File: src/rtl/serial_adder_n.sv
`default_nettype none
// ============================================================================
// Module      : serial_adder_n
// Description : Bit-serial adder/subtractor, one bit per clock through a single
//               registered full-adder cell, with start/busy/done handshake.
// Revision    : 1.0 - initial release
// ============================================================================
module serial_adder_n #(
    parameter int WIDTH = 8
) (
    input  logic             clk,
    input  logic             rst,
    input  logic             start_i,
    input  logic             sub_i,
    input  logic [WIDTH-1:0] a_i,
    input  logic [WIDTH-1:0] b_i,
    output logic             busy_o,
    output logic             done_o,
    output logic [WIDTH-1:0] sum_o,
    output logic             cout_o,
    output logic             ovf_o
);

    localparam int CW = (WIDTH > 1) ? $clog2(WIDTH) : 1;
    localparam logic [CW-1:0] LAST_BIT = CW'(WIDTH - 1);

    typedef enum logic [1:0] {
        ST_IDLE = 2'd0,
        ST_RUN  = 2'd1,
        ST_DONE = 2'd2
    } state_t;

    state_t           state_q;
    logic [WIDTH-1:0] ra_q;
    logic [WIDTH-1:0] rb_q;
    logic [WIDTH-2:0] rs_q;
    logic [WIDTH-1:0] sum_q;
    logic [CW-1:0]    n_q;
    logic             c_q;
    logic             cout_q;
    logic             ovf_q;
    logic             busy_q;
    logic             done_q;

    logic             s_d;
    logic             c_d;
    logic [WIDTH-1:0] rs_d;

    // Full-adder cell on the current LSBs; rs_d is the result with this bit on top.
    assign s_d  = ra_q[0] ^ rb_q[0] ^ c_q;
    assign c_d  = (ra_q[0] & rb_q[0]) | (ra_q[0] & c_q) | (rb_q[0] & c_q);
    assign rs_d = {s_d, rs_q};

    always_ff @(posedge clk) begin
        if (rst) begin
            state_q <= ST_IDLE;
            ra_q    <= '0;
            rb_q    <= '0;
            rs_q    <= '0;
            sum_q   <= '0;
            n_q     <= '0;
            c_q     <= 1'b0;
            cout_q  <= 1'b0;
            ovf_q   <= 1'b0;
            busy_q  <= 1'b0;
            done_q  <= 1'b0;
        end else begin
            case (state_q)
                ST_IDLE: begin
                    done_q <= 1'b0;
                    if (start_i) begin
                        // Subtraction is a + ~b + 1, the +1 entering as the initial carry.
                        ra_q    <= a_i;
                        rb_q    <= sub_i ? ~b_i : b_i;
                        c_q     <= sub_i;
                        n_q     <= '0;
                        rs_q    <= '0;
                        busy_q  <= 1'b1;
                        state_q <= ST_RUN;
                    end
                end
                ST_RUN: begin
                    rs_q <= rs_d[WIDTH-1:1];
                    ra_q <= ra_q >> 1;
                    rb_q <= rb_q >> 1;
                    c_q  <= c_d;
                    n_q  <= n_q + CW'(1);
                    if (n_q == LAST_BIT) begin
                        sum_q   <= rs_d;
                        cout_q  <= c_d;
                        ovf_q   <= c_q ^ c_d;
                        done_q  <= 1'b1;
                        busy_q  <= 1'b0;
                        state_q <= ST_DONE;
                    end
                end
                ST_DONE: begin
                    done_q  <= 1'b0;
                    state_q <= ST_IDLE;
                end
                default: begin
                    done_q  <= 1'b0;
                    busy_q  <= 1'b0;
                    state_q <= ST_IDLE;
                end
            endcase
        end
    end

    assign busy_o = busy_q;
    assign done_o = done_q;
    assign sum_o  = sum_q;
    assign cout_o = cout_q;
    assign ovf_o  = ovf_q;

endmodule
`default_nettype wire
File: config.mk
export PLATFORM = sky130hd
export DESIGN_NAME = serial_adder_n
export DESIGN_NICKNAME = d
export VERILOG_FILES = /design/src/rtl/serial_adder_n.sv
export SDC_FILE = /design/constraint.sdc
export NUM_CORES = 1
export LEC_CHECK = 0
export CAP_MARGIN = 10
export CORE_ASPECT_RATIO = 1.25
export CORE_MARGIN = 2
export CORE_UTILIZATION = 55
export CTS_CLUSTER_DIAMETER = 150
export DETAILED_ROUTE_END_ITERATION = 10
export PLACE_DENSITY = 0.83
export SYNTH_ARGS = -nofsm -noshare
export SYNTH_HDL_FRONTEND = slang
export SYNTH_SLANG_ARGS = --single-unit
File: constraint.sdc
create_clock -name clk -period 2.7 [get_ports clk]
set_input_delay 0.81 -clock clk [delete_from_list [all_inputs] [get_ports clk]]
set_output_delay 0.81 -clock clk [all_outputs]
set_load 0.01 [all_outputs]
## Yosys cells after proc, flatten, opt, wreduce, memory -nomap -nowiden

Index checks and enable logic that the tools add are counted.

| word-level totals | value |
|---|---|
| flip-flop bits (word level) | 41 |
| bits of input ports | 20 |
| output and inout port bits | 12 |
| word-level logic and storage cells | 52 |

| cells by class | value |
|---|---|
| $add $sub $neg | 1 |
| equality and inequality tests | 5 |
| muxes and demuxes | 17 |
| bitwise gates (word level) | 11 |
| reduce and logical (&&, ||, !) cells | 7 |

Operator list:

| cell | count |
|---|---|
| 8-bit one-hot mux with 2 select lines | 2 |
| 8-bit 2-to-1 mux | 3 |
| 7-bit one-hot mux with 2 select lines | 1 |
| 8-bit inverter | 1 |
| 7-bit 2-to-1 mux | 1 |
| 3-bit one-hot mux with 2 select lines | 1 |
| 2-bit AND reduction | 3 |
| 2-bit 2-to-1 mux | 2 |
| 2-bit != test, second input constant | 2 |
| 2-bit one-hot mux with 2 select lines | 1 |
| 3-bit by 1-bit adder with 3-bit output, second input constant | 1 |
| 1-bit AND | 3 |
| 3-bit == test, second input constant | 1 |
| 1-bit 2-to-1 mux | 3 |
| 3-bit 2-to-1 mux | 1 |
| 1-bit one-hot mux with 3 select lines | 1 |
| 3-bit AND reduction | 1 |
| 1-bit bitwise XOR | 3 |
| 2-bit by 1-bit == test with 1-bit output, second input constant | 1 |
| 2-bit == test, second input constant | 1 |
| 2-bit zero test | 1 |
| 1-bit inverter | 2 |
| 1-bit bitwise OR | 2 |
| 1-bit one-hot mux with 2 select lines | 1 |
| other kinds (2) | 2 |

## Logic depth before layout (Yosys ltp)

Gate-level depths: netlist (run 1).

| depth | value |
|---|---|
| depth after elaboration | 4 |
| depth in mapped cells | 6 |
| depth with buffers taken out | 5 |

## Worst setup path before layout (run 1)

Ideal clock, no wire load.

| path | value |
|---|---|
| path kind | input to register |
| start | input rst |
| end | register rb_q[4] |
| setup time | 70 ps |
| data arrival time | 1775 ps |
| required time | 2630 ps |
| slack | 855 ps |
| cell stages on the path | 5 |
| buffers on the path | 2 |
| cell sequence | buf_6 -> or4b_4 -> buf_6 -> o22ai_1 -> o21bai_1 |

RTL lines:

| element | line | source |
|---|---|---|
| from (decl) | 12 | `input logic rst,` |
| to (signal assigned) | 74 | `rb_q <= sub_i ? ~b_i : b_i;` |
| to (signal assigned) | 85 | `rb_q <= rb_q >> 1;` |
| to (decl) | 35 | `logic [WIDTH-1:0] rb_q;` |

## Worst setup path after layout (run 1)

| path | value |
|---|---|
| start | register busy_q (netlist: busy_o) |
| end | output busy_o |

RTL lines:

| element | line | source |
|---|---|---|
| from (decl) | 42 | `logic busy_q;` |
| from (signal assigned) | 65 | `busy_q <= 1'b0;` |
| from (signal assigned) | 78 | `busy_q <= 1'b1;` |
| from (signal assigned) | 93 | `busy_q <= 1'b0;` |
| to (decl) | 17 | `output logic busy_o,` |

No word-level cell between the ends.

==> results of run 1 <==
-- logic make-up after synthesis --
logic type,after synthesis
compound gates,41
xor+xnor,9
fa+ha+maj,3
buf+inv,22
flops,41
mux,13
simple gates,45
-- layout by cell type, fill, tap and decap left out, types with 4 or more instances in the layout --
cell	count
nand2b_1	4
a211oi_1	6
xnor2_1	7
nor2_1	31
clkdlybuf4s50_1	31
clkbuf_4	5
mux2i_1	12
a22o_1	14
a21oi_1	5
buf_4	8
dfxtp_1	41
inv_1	9
a221o_1	5
-- metal layers --
| layer | up-vias | part of all wire | GRT usage |
|---|---|---|---|
| met1 | 667 | 0.41 | 0.2320 |
| met4 | 0 | 0.017 | 0.09063 |
| met2 | 51 | 0.52 | 0.3918 |
| met3 | 8 | 0.049 | 0.04709 |
| met5 | - | 0 | 0 |
| li1 | 670 | - | - |
-- worst max-delay path by stage --
stage | start | slack [ps] | end
CTS | busy_o$_SDFFE_PP0P_ | 630 | busy_o
finish | busy_o$_SDFFE_PP0P_ | 650 | busy_o
global placement | start_i | 420 | rb_q[4]$_SDFFE_PP0P_
detailed placement | start_i | 360 | rb_q[4]$_SDFFE_PP0P_
global route | busy_o$_SDFFE_PP0P_ | 580 | busy_o
floorplan | rst | 850 | rb_q[4]$_SDFFE_PP0P_
-- final cells by class --
type,instances,area [um2],share of cell area
Clock buffer,6,41.29,0.01950
Tap cell,36,45.04,0.02128
Multi-Input combinational cell,111,795.8,0.3759
Sequential cell,41,820.8,0.3877
Clock inverter,2,10.01,0.004728
Timing Repair Buffer,39,370.4,0.1749
Inverter,9,33.78,0.01596
-- sequential cells by signal, indices dropped and copies added (netlist names), 2 cells and up --
register,count
sum_o,8
state_q,2
ra_q,8
rs_q,7
rb_q,8
n_q,3
-- report_power, final --
| part | internal (mW) | switching, mW | total [mW] |
|---|---|---|---|
| Clock | 0.0994 | 0.186 | 0.286 |
| Combinational | 0.0821 | 0.0619 | 0.144 |
| Sequential | 0.631 | 0.0223 | 0.653 |
-- through the flow --
step	hold WS, ps	area, um2	cells	setup slack [ps]
6_report	490.2	2117	244	645.3
4_1_cts	488.2	2117	244	627.2
2_1_floorplan	426.8	1727	174	854.8
5_1_grt	519.3	2117	244	576.0
3_5_place_dp	457.6	2066	236	358.9
3_3_place_gp	438.3	2066	236	418.1
==> results_dict.tcl, run 1 <==
set metrics [dict create \
    post-route-period-util 0.7610 \
    syn_to_final_growth_pct 22.61 \
    place_congestion 0.7159 \
    rrSetupSlack_ps 810 \
    dr.pass1.iters 4 \
    die_h_um 66.65 \
    setup_violations 0 \
    synth.distinct_cells 34 \
    cp_slowest_cell "clkdlybuf4s50_1" \
    core_area_um2 2973 \
    rsz0062_at_grt "false" \
    ys_seq_area_frac 0.4754 \
    criticalPathCategory "reg2out" \
    drive_gt1_frac 0.09615 \
    async_flop_share 0 \
    power.density_nw_per_um2 511.4 \
    fmax_ghz 0.4867 \
    clk_pin_slew_worst_paths_ps 110 \
    yosys.area.top_type "dfxtp_1" \
    diodes 0 \
    cp_top_family "buffers and inverters" \
    cts_buffers 5 \
    hold_class "reg2reg" \
    clock_skew_ps 2.843 \
    start_kind "flop" \
    max_stage_delay_ps 550 \
    wire_per_inst_um 14.48 \
    drc 0 \
    path_max_fanout 3 \
    holdPathEnd "done_o$_SDFFE_PP0P_" \
    min-delay-start "done_o$_SDFFE_PP0P_" \
    dr_total_vias 1396 \
    required_ps 1890 \
    ir_drop_mv 0.4158 \
    clk_latency_ps 330 \
    synth-edff-count 0 \
    tns_ps 0 \
    io_pins 32 \
    synth_area_um2 1727 \
    clkSinkCount 41 \
    total_power_mw 1.083 \
    whs_path_depth 1 \
    finalMaxSlewViolations 0 \
    cts_resized 0 \
    path_buf_inv 1 \
    end_kind "output pin" \
    max-slew-margin-rel 0.5196 \
    ctsHtreeMaxLevel 2 \
    crit_cells 1 \
    syn-instance-count 174 \
    period_minus_slack_ps 2055 \
    rows 22 \
    antenna_found_initial 0 \
    synth-seq-cells 41 \
    drt-vias-per-instance 5.721 \
    path_cells "clkdlybuf4s50_1" \
    hold_violations 0 \
    grtUsageTotal 0.2158 \
    final_nets 230 \
    synth_top_area_frac 0.4754 \
    crit_arrival_ps 1240 \
    cts_hold_buf 0 \
    grt_pass1_wl_mm 5.720 \
    first_iter_violations 44 \
    max-clock-path-buffers 2 \
    synth.area.mux_share 0.07609 \
    final_util 0.7121 \
    ys_top_cells_by_count "dfxtp_1 (41), nor2_1 (31), a22o_1 (14)" \
    syn-num-nets 197 \
    ys.flop_type "dfxtp_1" \
    grt-ovfl-total 0 \
    cts_tree "built" \
    dp_hpwl_mm 2.607 \
    synthAdderAreaFrac 0.02609 \
    synth-simple-area-share 0.1246 \
    synthTopCellsByArea "dfxtp_1 (48%), a22o_1 (7.1%), mux2i_1 (7.0%)" \
    die_x_um 54.12 \
    r2r-start "state_q[0]$_SDFFE_PP0P_" \
    antenna_left 0 \
    synthXorXnorAreaFrac 0.04565 \
    synth.avg_cell_area_um2 9.923 \
    synth.most_common_cell "dfxtp_1" \
    port-buffer-count 31 \
    dieArea_um2 3606 \
    synth_top_family_by_area "compound AO/OA/AOI/OAI gates" \
    yosysWarnings 0 \
    start_util 0.5808 \
    nFillCells 220 \
    ctsRootBufferMaster "clkbuf_4" \
    ff2ff_path_depth 3 \
    worst_pin_slew_ps 719.6 \
    timing.rr.end "sum_o[7]$_SDFFE_PP0P_" \
    grt_max_degree 23 \
    first_global_vias 1377 \
    cap_violations 0 \
    routed_wl_mm 3.532 \
    p_leak_nw 0.9080 \
    outcome "finished, final reports clean" \
    postCtsSetupBuffers 0 \
    synth_compound_area_frac 0.1884 \
]
Note: power is estimated with default switching activity, not from simulation.
==> run 2, diff against run 1 <==
Settings changed: CORE_UTILIZATION 55 to 51, PLACE_DENSITY 0.83 to 0.78.
Clock period 2.7 ns to 1.9 ns, I/O delays scaled along.
==> results_dict.tcl, run 2 (synthesis results as in run 1) <==
set metrics [dict create \
    total_power_mw 1.875 \
    io_pins 32 \
    grt_pass1_wl_mm 6.368 \
    grt-busiest-layer "met2" \
    max-slew-margin-rel 0.7383 \
    pwr-share-comb 0.118 \
    postPlaceCellArea_um2 2132 \
    path_max_fanout 8 \
    drc 0 \
    use_met3 0.06942 \
    criticalPathCategory "in2reg" \
    grt_util_met2 0.3556 \
    met1_usage 0.2230 \
    holdWs_ps 490.8 \
    max-clock-path-buffers 2 \
    port-buffer-count 31 \
    grt-ovfl-total 0 \
    antenna_left 0 \
    start_kind "input port" \
    path_cells "clkdlybuf4s50_1, buf_4, or4b_4, o22ai_2, o21bai_1" \
    p_leak_nw 0.9718 \
    p_int_mw 1.450 \
    max_stage_delay_ps 520 \
    first_iter_violations 23 \
    p_sw_frac 0.2268 \
    finalMaxSlewViolations 0 \
    syn_to_final_growth_pct 30.94 \
    dp.cells 244 \
    dr.pass1.iters 4 \
    switchingPower_uw 425.1 \
    grt_max_degree 16 \
    clock_skew_ps 4.206 \
    dr_total_vias 1404 \
    start_util 0.5357 \
    clk_pin_slew_worst_paths_ps 80 \
    ctsRootBufferMaster "clkbuf_8" \
    first_global_vias 1436 \
    rsz0062_at_grt "false" \
    worst_pin_slew_ps 392.2 \
    diodes 0 \
    cp_slowest_cell "or4b_4" \
    rows 23 \
    postCtsSetupBuffers 0 \
    outcome "finished, final reports clean" \
    post-route-period-util 0.9547 \
    period_minus_slack_ps 1814 \
    setup_violations 0 \
    grtUsageTotal 0.2093 \
    nFillCells 238 \
    antenna_found_initial 0 \
    drt-vias-per-instance 5.571 \
    hold_class "reg2reg" \
    cts_tree "built" \
    power.density_nw_per_um2 829.2 \
    crit_arrival_ps 2040 \
    path_buf_inv 2 \
    p_seq_frac 0.493 \
    core_area_um2 3223 \
    die_x_um 56.05 \
    dp_hpwl_mm 2.730 \
    clkSinkCount 41 \
    cts_resized 0 \
    final_area_um2 2261 \
    ctsHtreeMaxLevel 2 \
    end_kind "flop" \
    clk_latency_ps 290 \
    ir_drop_mv 0.6509 \
    dieArea_um2 3870 \
    cts_buffers 5 \
    pwr-share-clk 0.389 \
    mostFrequentLayoutCells "dfxtp_1 (41), clkdlybuf4s50_1 (31), nor2_1 (30), a22o_1 (14), buf_4 (14)" \
    tns_ps 0 \
    fmax_ghz 0.5513 \
    final_nets 237 \
    routed_wl_mm 3.682 \
    cap_violations 0 \
    mostFrequentLayoutCell "dfxtp_1" \
    required_ps 2130 \
    cts_hold_buf 0 \
    wire_per_inst_um 14.61 \
    hold_violations 0 \
    place_congestion 0.7614 \
    drive_gt1_frac 0.1395 \
    die_h_um 69.06 \
    fin_cells 252 \
    cp_top_family "buffers and inverters" \
]
## run 2: routing by layer
layer / vias to the layer above / part of all wire
met4: 0 / 0.041
met2: 37 / 0.52
met1: 665 / 0.39
met3: 14 / 0.049
met5: - / 0
li1: 688 / -
## run 2: area by class of cell
type / count / area, um2 / area share
Timing Repair Buffer: 46 / 435.4 / 0.1926
Sequential cell: 41 / 820.8 / 0.3630
Clock buffer: 6 / 82.58 / 0.03652
Multi-Input combinational cell: 111 / 804.5 / 0.3558
Tap cell: 37 / 46.29 / 0.02048
Clock inverter: 2 / 37.54 / 0.01660
Inverter: 9 / 33.78 / 0.01494
## run 2: metrics by stage
| step | utilization | setup slack [ps] |
|---|---|---|
| 3_5_place_dp | 0.6615 | -244.4 |
| 6_report | 0.7015 | 86.11 |
| 4_1_cts | 0.6988 | 77.94 |
| 2_1_floorplan | - | 294.8 |
| 5_1_grt | 0.7015 | 24.48 |
| 3_3_place_gp | 0.6615 | -159.8 |
## run 2: worst paths after layout
path	from	to	slack, ps	cells past startpoint
max	start_i	rb_q[4]$_SDFFE_PP0P_	90	5
min	rb_q[3]$_SDFFE_PP0P_	rb_q[3]$_SDFFE_PP0P_	490	1
max reg2reg	state_q[1]$_SDFFE_PP0P_	rb_q[4]$_SDFFE_PP0P_	440	4
min reg2reg	rb_q[3]$_SDFFE_PP0P_	rb_q[3]$_SDFFE_PP0P_	490	1
## run 2: power groups by stage
stage / clock network, mW / registers (mW) / logic [mW]
finish: 0.730 / 0.923 / 0.221
global route: 0.779 / 0.928 / 0.243
CTS: 0.747 / 0.923 / 0.220
detailed placement: 0 / 0.942 / 0.218
global placement: 0 / 0.941 / 0.210
floorplan: 0 / 0.933 / 0.136
==> RTL change 1, RTL diff (config.mk and constraints of run 2) <==
Set the parameter `WIDTH` to 16 (it was 8).
--- a/src/rtl/serial_adder_n.sv
+++ b/src/rtl/serial_adder_n.sv
@@ -8,3 +8,3 @@
 module serial_adder_n #(
-    parameter int WIDTH = 8
+    parameter int WIDTH = 16
 ) (
Ports: changed (resized a_i, b_i and sum_o); port bits go from 32 to 56. No check against the original RTL was run, so the function may have changed too.
==> RTL change 1 against run 2 <==
  * Synthesized area up 84%
  * Clock skew up 0.0072 ns
  * Global-route usage up 1.0 points
  * Setup slack about the same
  * Clock power up 66%
  * Routed wire length up 84%
  * Sequential cell count up 33
  * Total power up 75%
  * Final area up 79%
  * Register-to-register slack worse by 0.17 ns
  * Worst hold slack worse by 0.015 ns
  * Critical path type is now register to output port
  * Largest cell class unchanged
==> RTL change 1: results (changes against run 2) <==
| Metric | Value |
|---|---|
| 1st-iter DRT viols | 113 (+390%) |
| Routed wire length per instance | 13.79 um (-5.6%) |
| Root Buffer Master | clkbuf_8 |
| # diodes | 0 (unchanged) |
| CP top delay family | buffers and inverters |
| # H-tree levels | 3 (+1) |
| Crit-path slowest cell | clkdlybuf4s50_1 |
| Placed cells | 476 (+95%) |
| Static leakage | 1.498 nW (+54%) |
| Slew HR | 66.76% (-7.1 points) |
| Clock latency on the worst-skew pair | 0.35 ns (+0.06 ns) |
| Synth Flop Type | dfxtp_1 |
| Post-CTS Resized | 0 (unchanged) |
| Initial DRT Pass Iterations | 4 (unchanged) |
| DRT Wirelength | 6.784 mm (+84%) |
| Netlist cell types | 42 (+24%) |
| DP Wirelength | 4.753 mm (+74%) |
| FILL cells | 569 (+140%) |
| Pin count of the biggest net entering global routing | 35 (+19) |
| Status | complete, no violations |
| Initial antenna violation count | 0 (unchanged) |
| Avg Vias per Cell | 5.545 (-0.48%) |
| Worst Skew | 0.01141 ns (+0.007201 ns) |
| Post-place setup slack | -0.1103 ns (+0.1341 ns) |
| Synth Instances | 349 (+100%) |
| Syn Nets | 387 (+96%) |
| Via count of the first global-routing pass | 2647 (+84%) |
| Sequential-to-total area share from yosys stat | 46.56% (-0.98 points) |
| First-pass GRT wire length | 11.85 mm (+86%) |
| Final Wtd Congestion | 0.7936 (+4.2%) |
| Buffers on Ports | 55 (+77%) |
| DP Area | 0.003852 mm^2 (+81%) |
| Peak VDD IR | 0.4725 mV (-27%) |
| Setup bufs post-CTS | 0 (unchanged) |
| Max stage delay on crit path | 0.54 ns (+0.02 ns) |
| Nets | 440 (+86%) |
| Synth top area cells | dfxtp_1, a21oi_1, o221a_2, xnor2_1, a22o_1 |
| Layout cell share with drive strength beyond 1 | 14.00% (+0.051 points) |
| Clock Tree Buf Depth | 2 (unchanged) |
| Number of CTS-inserted buffers | 9 (+4) |
| Max FO, Critical Path | 2 (-6) |
| Min-delay worst type | register to register |
| Synth warn | 0 (unchanged) |
| Overall routing resource usage | 21.98% (+1.0 points) |
| Post-synth top cells | dfxtp_1, a21oi_1, nor2_1, nand3_1, clkbuf_1 |
## RTL change 1: area by class of cell
type                            count  area [um^2]  share of cell area (%)
Inverter                           18        67.56                   1.667
Timing Repair Buffer               75        720.7                   17.78
Clock buffer                        9        123.9                   3.057
Clock inverter                      7        76.32                   1.883
Tap cell                           85        106.4                   2.624
Multi-Input combinational cell    224         1476                   36.43
Sequential cell                    74         1481                   36.55
## RTL change 1: layer usage
metal / vias to the layer above / wire [um] / track usage, %
met4: 0 / 142 / 11.16
li1: 1373 / - / -
met2: 58 / 3367 / 35.10
met3: 14 / 219 / 3.917
met1: 1283 / 3054 / 27.96
met5: - / 0 / 0
## RTL change 1: logic make-up (layout without fill, tap and decap cells)
group,after synthesis,after routing,share of synthesized area [%]
xor gates and xnor gates,17,17,4.679
adders and majority gates,2,2,1.022
buffers and inverters,51,109,7.117
DFF,74,74,46.56
muxes,1,1,0.3146
and+or+nand+nor,69,69,10.70
AOI/OAI and AO/OA,135,135,29.61
## RTL change 1: worst paths after layout
check	startpoint	endpoint	slack (ns)	cells after the start
setup / recovery	cout_o$_SDFFE_PP0P_	cout_o	0.09	1
hold reg to reg	sum_o[5]$_SDFFE_PP0P_	sum_o[5]$_SDFFE_PP0P_	0.48	2
hold / removal	sum_o[5]$_SDFFE_PP0P_	sum_o[5]$_SDFFE_PP0P_	0.48	2
setup reg to reg	n_q[0]$_SDFFE_PP0P_	sum_o[12]$_SDFFE_PP0P_	0.27	5
## RTL change 1: where the power goes
group	internal, mW	leakage [nW]	total (mW)	switching [mW]
Clock	0.615	0.0962	1.21	0.599
Sequential	1.62	0.604	1.66	0.0487
Combinational	0.216	0.797	0.407	0.191
Total	2.45	1.50	3.28	0.838
==> RTL change 2, RTL diff (settings of run 2) <==
Made on the original files. The 3 states of `state_t` get a one-hot encoding in 3 bits.
--- a/src/rtl/serial_adder_n.sv
+++ b/src/rtl/serial_adder_n.sv
@@ -26,6 +26,6 @@
 
-    typedef enum logic [1:0] {
-        ST_IDLE = 2'd0,
-        ST_RUN  = 2'd1,
-        ST_DONE = 2'd2
+    typedef enum logic [2:0] {
+        ST_IDLE = 3'b001,
+        ST_RUN  = 3'b010,
+        ST_DONE = 3'b100
     } state_t;
Function: same outputs for any inputs over 10 cycles, from zero or initial values and one cycle with rst high; not proved beyond that.
==> RTL change 2 against run 2 <==
  * Total power is 6.8% lower
  * Highest routed layer unchanged
  * Synthesized area fell by 2.5%
  * Critical endpoint is now busy_o
  * Register-to-register slack worse by 0.20 ns
  * Sequential share of layout area is 2.8 points higher
  * Routed wire length down 5.5%
  * Critical path depth fell by 4
  * Final area shrank 4.9%
  * Sequential cell count up 1
  * Setup slack gained 0.018 ns
==> RTL change 2: results (changes against run 2) <==
| Metric | Value |
|---|---|
| Status | complete, no violations |
| Worst path arrival time | 1.23 ns (-0.81 ns) |
| Nets | 236 (-0.42%) |
| Critical Path Source | busy_o$_SDFFE_PP0P_ |
| Final Wtd Congestion | 0.7351 (-3.5%) |
| Static leakage | 0.8061 nW (-17%) |
| WHS Path Cells | 2 (+1) |
| 1st-iter DRT viols | 17 (-26%) |
| Fraction of synthesized cell area in xor and xnor cells | 4.681% (+0.12 points) |
| Vias | 1382 (-1.6%) |
| Worst Skew | 0.002090 ns (-0.002117 ns) |
| DP Area | 0.002056 mm^2 (-3.6%) |
| Crit-path slowest cell | clkdlybuf4s50_1 |
| Sequential-to-total area share from yosys stat | 49.93% (+2.4 points) |
| Overall routing resource usage | 20.12% (-0.81 points) |
| Syn Nets | 202 (+2.5%) |
| Hold Path Origin | sum_o[2]$_SDFFE_PP0P_ |
| Routed wire length per instance | 13.86 um (-5.1%) |
| Synth warn | 0 (unchanged) |
| Peak VDD IR | 0.8016 mV (+23%) |
| F_max | 557.0 MHz (+1.0%) |
| Syn Area/Cell | 9.408 um^2 (-5.2%) |
| Mux cell area share after synthesis | 0.5944% (-7.0 points) |
| Netlist cell types | 31 (-8.8%) |
| Post-synth top cells | dfxtp_1, nand2_1, a21oi_1, nor2_1, a22o_1 |
| Initial DRT Pass Iterations | 5 (+1) |
| Max FO, Critical Path | 4 (-4) |
| Layout cell share with drive strength beyond 1 | 9.346% (-4.6 points) |
| Synth top area cells | dfxtp_1, nand2_1, a21oi_1, a22o_1, a22oi_1 |
| Worst setup endpoint | busy_o |
| DP Wirelength | 2.665 mm (-2.4%) |
| Worst R2R Setup Slack | 0.24 ns (-0.20 ns) |
| Pin count of the biggest net entering global routing | 23 (+7) |
| Via count of the first global-routing pass | 1397 (-2.7%) |
| Fin Hold WS | 0.4564 ns (-0.03437 ns) |
| Finished Core Util | 67.33% (-2.8 points) |
| Post-place setup slack | -0.1134 ns (+0.1309 ns) |
| Placed cells | 243 (-0.41%) |
| Hold Path End | sum_o[2]$_SDFFE_PP0P_ |
| Gr ovfl total | 0 (unchanged) |
| Slew at the pin with the worst max-slew slack | 0.5265 ns (+0.1343 ns) |
| Path depth of the worst reg2reg path | 4 (unchanged) |
| Max stage delay on crit path | 0.55 ns (+0.03 ns) |
| Avg Vias per Cell | 5.506 (-1.2%) |
| First-pass GRT wire length | 5.878 mm (-7.7%) |
| Compound-Gate Fraction of Synth Area | 18.72% (-0.12 points) |
| FF-to-FF End | rs_q[0]$_SDFFE_PP0P_ |
| Area share of fa/ha/maj cells after synthesis | 2.675% (+0.066 points) |
## RTL change 2: cell types whose count changed in the layout (fill, tap and decap cells not counted), sizes merged, moves of 5 or more
cell / delta
a211oi: -5
a21oi: +15
a221o: -5
a22o: -5
a22oi: +8
buf: -8
inv: -9
mux2i: -11
nand2: +30
nor2: -13
nor3: +5
o22ai: +5
## RTL change 2: area by class of cell
class | count | area (um^2)
multi-input cells | 126 | 780.7
flip-flops and latches | 42 | 840.8
fillers | 262 | 1044
repair buffers | 38 | 387.9
clock inverters | 2 | 12.51
well taps | 37 | 46.29
clock buffers | 6 | 82.58
## RTL change 2: power by group
part	internal, mW	total [mW]	switching [mW]
Combinational	0.114	0.219	0.104
Clock	0.292	0.586	0.294
Sequential	0.917	0.943	0.0258
Total	1.32	1.75	0.424
## RTL change 2: layer usage
metal	track usage, %	share of wire [%]	up-vias
met2	41.96	57	30
li1	-	-	693
met1	18.68	38	655
met3	4.537	4.1	4
met4	8.537	1.2	0
met5	0	0	-
